$ cat src/rtl/conv_pkg.sv
// Shared types and frame-size helpers for the systolic-array feed path.
package conv_pkg;

  localparam int PIX_W = 16;

  typedef enum logic [2:0] {
    IDLE,
    ARM,
    LOAD,
    WAIT_FEED,
    FEED,
    DRAIN,
    DONE
  } state_e;

  function automatic int npix(input int size);
    return size * size;
  endfunction

  function automatic int nfeed(input int size);
    return (size - 2) * size;
  endfunction

endpackage

$ cat src/rtl/conv_feed_ctrl_win_counter.sv
// Wrapping column/row window counter; holds at the final position until cleared.
module win_counter #(
  parameter int COLS = 7,
  parameter int ROWS = 5,
  parameter int W    = 8
) (
  input  logic         clk,
  input  logic         rst_n,
  input  logic         clr,
  input  logic         en,
  output logic [W-1:0] row,
  output logic [W-1:0] col,
  output logic         last
);

  assign last = (row == W'(ROWS - 1)) && (col == W'(COLS - 1));

  always_ff @(posedge clk or negedge rst_n) begin
    if (!rst_n) begin
      row <= '0;
      col <= '0;
    end else if (clr) begin
      row <= '0;
      col <= '0;
    end else if (en && !last) begin
      if (col == W'(COLS - 1)) begin
        col <= '0;
        row <= row + W'(1);
      end else begin
        col <= col + W'(1);
      end
    end
  end

endmodule

$ cat src/rtl/conv_feed_ctrl.sv
// Frame sequencer: loads one SIZE x SIZE frame into the 3-row feeder, then
// times the column stream and SA drain and reports done/underrun to the host.
module conv_feed_ctrl
  import conv_pkg::*;
#(
  parameter int SIZE      = 7,
  parameter int DRAIN_CYC = 4,
  parameter int CNT_W     = 16
) (
  input  logic                    clk,
  input  logic                    rst_n,
  input  logic                    start,
  input  logic                    abort,
  output logic                    busy,
  output logic                    done,
  output logic                    err,
  input  logic                    pix_vld,
  input  logic signed [PIX_W-1:0] pix_data,
  output logic                    pix_rdy,
  output logic                    feed_load,
  output logic signed [PIX_W-1:0] feed_pix,
  input  logic                    feed_srt,
  output logic                    sa_en,
  output logic [7:0]              win_row,
  output logic [7:0]              win_col
);

  localparam logic [CNT_W-1:0] NPIX     = CNT_W'(npix(SIZE));
  localparam logic [CNT_W-1:0] LAST_PIX = CNT_W'(npix(SIZE) - 1);
  localparam logic [CNT_W-1:0] NFEED    = CNT_W'(nfeed(SIZE));
  localparam logic [CNT_W-1:0] LAST_DRN = CNT_W'(DRAIN_CYC - 1);

  state_e           state, state_nxt;
  logic [CNT_W-1:0] pix_cnt, feed_cnt, drn_cnt;
  logic             feeding, count_en, feed_hit, win_last;
  logic             pix_take, underrun, load_last, start_ok, clr;

  // The feed counter is independent of the load progress: it may start
  // while pixels are still arriving, as soon as the feeder has 3 rows.
  assign feeding   = (state == LOAD) || (state == WAIT_FEED) || (state == FEED);
  assign count_en  = feeding && (feed_srt || (feed_cnt != '0)) && (feed_cnt < NFEED);
  assign feed_hit  = count_en && win_last;

  assign pix_rdy   = (state == LOAD);
  assign pix_take  = pix_rdy && pix_vld;
  assign underrun  = pix_rdy && !pix_vld;
  assign load_last = pix_take && (pix_cnt == LAST_PIX);
  assign start_ok  = (state == IDLE) && start && !abort;
  assign clr       = (state_nxt == IDLE);

  assign busy      = (state != IDLE);
  assign done      = (state == DONE);
  assign feed_load = busy && (state != DONE);
  assign sa_en     = count_en || (state == DRAIN);
  assign feed_pix  = pix_data;

  always_ff @(posedge clk or negedge rst_n) begin
    if (!rst_n) state <= IDLE;
    else        state <= state_nxt;
  end

  always_comb begin
    state_nxt = state;
    case (state)
      IDLE:      if (start_ok) state_nxt = ARM;
      ARM:       state_nxt = LOAD;
      LOAD: begin
        if (underrun) state_nxt = IDLE;
        else if (load_last) begin
          if (feed_hit)                state_nxt = DRAIN;
          else if (feed_cnt == NFEED)  state_nxt = FEED;
          else                         state_nxt = WAIT_FEED;
        end
      end
      WAIT_FEED: if (feed_hit) state_nxt = DRAIN;
      FEED:      state_nxt = DRAIN;
      DRAIN:     if (drn_cnt == LAST_DRN) state_nxt = DONE;
      DONE:      state_nxt = IDLE;
      default:   state_nxt = IDLE;
    endcase
    if (abort) state_nxt = IDLE;
  end

  always_ff @(posedge clk or negedge rst_n) begin
    if (!rst_n) begin
      pix_cnt  <= '0;
      feed_cnt <= '0;
      drn_cnt  <= '0;
      err      <= 1'b0;
    end else begin
      if (clr)                                pix_cnt <= '0;
      else if (pix_take && (pix_cnt != NPIX)) pix_cnt <= pix_cnt + CNT_W'(1);

      if (clr)           feed_cnt <= '0;
      else if (count_en) feed_cnt <= feed_cnt + CNT_W'(1);

      if (state != DRAIN)        drn_cnt <= '0;
      else if (drn_cnt != '1)    drn_cnt <= drn_cnt + CNT_W'(1);

      // Underrun wins over an abort in the same cycle so the host still sees it.
      if (underrun)      err <= 1'b1;
      else if (start_ok) err <= 1'b0;
    end
  end

  win_counter #(
    .COLS (SIZE),
    .ROWS (SIZE - 2),
    .W    (8)
  ) u_win (
    .clk   (clk),
    .rst_n (rst_n),
    .clr   (clr),
    .en    (count_en),
    .row   (win_row),
    .col   (win_col),
    .last  (win_last)
  );

endmodule

$ cat config.mk
export PLATFORM = sky130hd
export DESIGN_NAME = conv_feed_ctrl
export DESIGN_NICKNAME = d
export VERILOG_FILES = /design/src/rtl/conv_pkg.sv /design/src/rtl/conv_feed_ctrl_win_counter.sv /design/src/rtl/conv_feed_ctrl.sv
export SDC_FILE = /design/constraint.sdc
export NUM_CORES = 1
export LEC_CHECK = 0
export CAP_MARGIN = 5
export CORE_UTILIZATION = 59
export DETAILED_ROUTE_END_ITERATION = 8
export PLACE_DENSITY = 0.91
export SYNTH_ARGS = -nofsm -noshare
export SYNTH_HDL_FRONTEND = slang
export SYNTH_HIERARCHICAL = 1
export SYNTH_SLANG_ARGS = --single-unit
$ cat constraint.sdc
create_clock -name clk -period 4.4 [get_ports clk]
set_input_delay 0.88 -clock clk [delete_from_list [all_inputs] [get_ports clk]]
set_output_delay 0.88 -clock clk [all_outputs]
set_load 0.02 [all_outputs]
==> results.sh <==
export IMPL_outcome="finished, violations left"
export IMPL_failed_checks="design-rule violations"
export IMPL_vias=3121
export IMPL_port_buffers=27
export IMPL_syn_area_um2=4010
export IMPL_clk_latency_ns=0.34
export IMPL_nFillCells=506
export IMPL_hold_class="reg -> reg"
export IMPL_worstPathMaxFanout=5
export IMPL_worstPathRequired_ns=3.52
export IMPL_dr_pass1_iters=6
export IMPL_grt_pass1_wl_mm=14.2
export IMPL_start_kind="primary input"
export IMPL_drt_wl_total_mm=8.21
export IMPL_grt_use_total_pct=25.0
export IMPL_io_pins=60
export IMPL_rsz0062_at_grt="no"
export IMPL_cts_setup_buffers=0
export IMPL_synth_seq_cells=68
export IMPL_dp_hpwl_mm=5.31
export IMPL_place_inst=496
export IMPL_finalCritPeriodShare_pct=78.2
export IMPL_path_clk_slew_ns=0.07
export IMPL_cpMaxStageDelayCell="clkdlybuf4s50_1"
export IMPL_crit_buf_inv=2
export IMPL_cts_resized=0
export IMPL_place_area_um2=4180
export IMPL_power_total_w=0.00144
export IMPL_coreArea_um2=6460
export IMPL_final_nets=462
export IMPL_min_period_ns=3.44
export IMPL_path_cells="clkdlybuf4s50_1 > nor2_1 > and3_1 > nor3_4 > nand2b_1 > clkdlybuf4s50_1"
export IMPL_viasPerCell=6.10
export IMPL_synth_flop_cell="dfrtp_1"
export IMPL_grt_remaining_overflow=0
export IMPL_yosys_area_share_adder_pct=3.12
export IMPL_dieArea_um2=7140
export IMPL_slowest_delay_ns=0.61
export IMPL_antenna_found_initial=0
export IMPL_first_global_vias=3015
export IMPL_final_area_um2=4450
export IMPL_finalMaxSlewViolations=0
export IMPL_syn_area_per_cell_um2=9.56
export IMPL_drive_gt1_share_pct=10.1
export IMPL_synth_compound_area_share_pct=10.3
export IMPL_numCtsBuffers=9
export IMPL_cts_buffer_depth=2
export IMPL_synth_cell_types=64
export IMPL_synth_warnings=6
export IMPL_drc=4
export IMPL_synth_simple_area_share_pct=28.1
export IMPL_synthXorXnorAreaFrac_pct=6.98
export IMPL_peakVddDrop_uv=171
export IMPL_holdBufCountCts=0
export IMPL_finalHoldViolCount=0
export IMPL_area_delta_synth_final_pct=10.8
export IMPL_cp_end_kind="output pin"
export IMPL_die_w_um=84.5
export IMPL_fin_tns_setup_ns=0
export IMPL_synthCells=420
export IMPL_worstPathArrival_ns=2.56
export IMPL_path_delay_family="buffers and inverters"
export IMPL_cts_sinks=68
export IMPL_place_gp_congestion=0.854
export IMPL_tightest_slew_ns=0.935
export IMPL_async_flop_share_pct=100
export IMPL_timing_fmax_ghz=0.291
export IMPL_skew_ns=0.00395
export IMPL_synthMuxAreaShare_pct=0.998
export IMPL_synth_top_family_by_area="simple AND/OR/NAND/NOR gates"
export IMPL_whs_ns=0.503
export IMPL_drtAntennaViolNets=0
export IMPL_grt_start_max_net_pins=43
export IMPL_synth_fp_nets=452
export IMPL_dieHeight_um=84.5
export IMPL_dr_first_iter_drc_count=196
export IMPL_ys_seq_area_share_pct=42.4
export IMPL_power_density_nw_per_um2=325
export IMPL_cts_tree="built"
export IMPL_initial_core_util_pct=62.1
export IMPL_antenna_cells=0
export IMPL_setup_violations=0
export IMPL_finalNonFillerCells=512
export IMPL_wire_per_inst_um=16.0
export IMPL_maxCapViolations=0
export IMPL_p_leak_nw=1.76
export IMPL_synth_edf_count=0
export IMPL_cpMostUsedCell="clkdlybuf4s50_1"
export IMPL_h_tree_depth=3
export IMPL_num_rows=29
export IMPL_path_class="in -> out"
export IMPL_relSlewSlack_pct=37.7
export IMPL_cts_root_buf="clkbuf_8"
metal layers:
metal / part of all wire (%) / wire (µm) / global-route usage [%]
met5: 0 / 0 / 0
met4: 1.9 / 158 / 11.2
met3: 5.8 / 474 / 4.72
met2: 48 / 3960 / 40.3
met1: 44 / 3610 / 32.9
placed cells by master, fill, tap and decap left out, types with 2 or more instances in the layout:
cell	synthesis	final
nand2_1	23	23
nand3_1	13	13
nor4_4	4	4
and4_1	4	4
a21boi_0	2	2
nand2b_1	5	5
nor2_1	59	59
nand4_1	16	16
a211oi_1	5	5
dfrtp_1	68	68
inv_1	25	25
clkbuf_8	0	10
bufinv_16	0	4
nor4_1	8	8
o21ai_0	11	11
a31oi_1	5	5
xor2_1	12	12
nor3_4	2	2
o21a_1	4	4
nor3b_2	2	2
buf_4	18	3
and3_1	11	11
clkdlybuf4s50_1	0	26
or3_1	4	4
and2_1	3	3
mux2i_1	4	4
nor4b_1	2	2
o21ai_1	4	4
o2bb2ai_1	2	2
a21oi_1	16	16
nor3_1	14	14
xnor2_1	20	20
ha_1	10	10
and2_2	2	2
through the flow:
stage / util [%] / worst slack (ns)
floorplan: - / 1.85
CTS: 68.8 / 0.966
finish: 68.8 / 0.958
global route: 68.8 / 0.908
global placement: 64.6 / 1.01
detailed placement: 64.6 / 0.983
logic make-up (layout without fill, tap and decap cells):
kind of cell    Yosys count  after routing
mux                       4              4
fa+ha+maj                10             10
xor+xnor                 32             32
flops                    68             68
compound gates           61             61
buf+inv                  56             71
simple gates            189            189
final timing paths:
check | slack, ns | from | cells past startpoint | endpoint
hold / removal | 0.50 | err | 2 | err
setup reg to reg | 1.78 | drn_cnt[0] | 9 | u_win/col[1]
hold reg to reg | 0.50 | err | 2 | err
setup / recovery | 0.96 | feed_srt | 6 | sa_en
max in group asynchronous | 2.83 | rst_n | 2 | feed_cnt[11]
min in group asynchronous | 0.68 | rst_n | 1 | pix_cnt[4]
registers in the layout, summed over array words and instances (netlist names):
register / count
state: 3
u_win/row: 8
feed_cnt: 16
u_win/col: 8
drn_cnt: 16
pix_cnt: 16
err: 1
cell type report:
class / instances / area (µm²) / area share (%)
flip-flops and latches: 68 / 1700 / 38.3
multi-input cells: 296 / 2000 / 44.9
clock inverters: 6 / 134 / 3.01
inverters: 25 / 93.8 / 2.11
clock buffers: 10 / 138 / 3.10
repair buffers: 30 / 288 / 6.47
well taps: 77 / 96.3 / 2.17
worst reg2reg max path, cell delays in order (launching register included):
cell      delay, ns
dfrtp_1        0.39
ha_1           0.21
nor4b_1        0.32
nand4_1        0.21
a21boi_2       0.25
o21bai_4       0.24
nor4_1         0.39
nand2_1        0.09
o22a_1         0.25
o22ai_1        0.18
power breakdown:
| part | internal (W) | switching (W) | total (W) |
|---|---|---|---|
| combinational | 0.0000403 | 0.0000680 | 0.000108 |
| sequential | 0.000629 | 0.00000910 | 0.000639 |
| clock | 0.000450 | 0.000247 | 0.000698 |
| total | 0.00112 | 0.000324 | 0.00144 |
cells in the mapped netlist (all sizes together), types with 2 or more instances:
cell	number	share of area (%)
a21oi	16	2.0
xnor2	20	4.4
and4bb	2	0.72
nand4	18	3.3
nand3	14	1.9
o21ai	15	1.9
nor2	59	5.5
a31oi	5	0.78
o2bb2ai	2	0.44
buf	28	5.5
and3	12	1.9
dfrtp	68	42
nor4b	3	0.81
and4	5	1.2
nor3b	2	0.62
inv	25	2.3
mux2i	4	1.0
clkbuf	3	0.28
xor2	12	2.6
nand2	23	2.2
o21bai	2	0.47
nand2b	5	0.78
and2	5	0.84
a211oi	5	0.94
o21a	4	0.75
ha	10	3.1
a21boi	3	0.65
or3	5	0.81
nor4	12	3.4
nor3	16	2.6
Power figures use the tool's default switching activity.
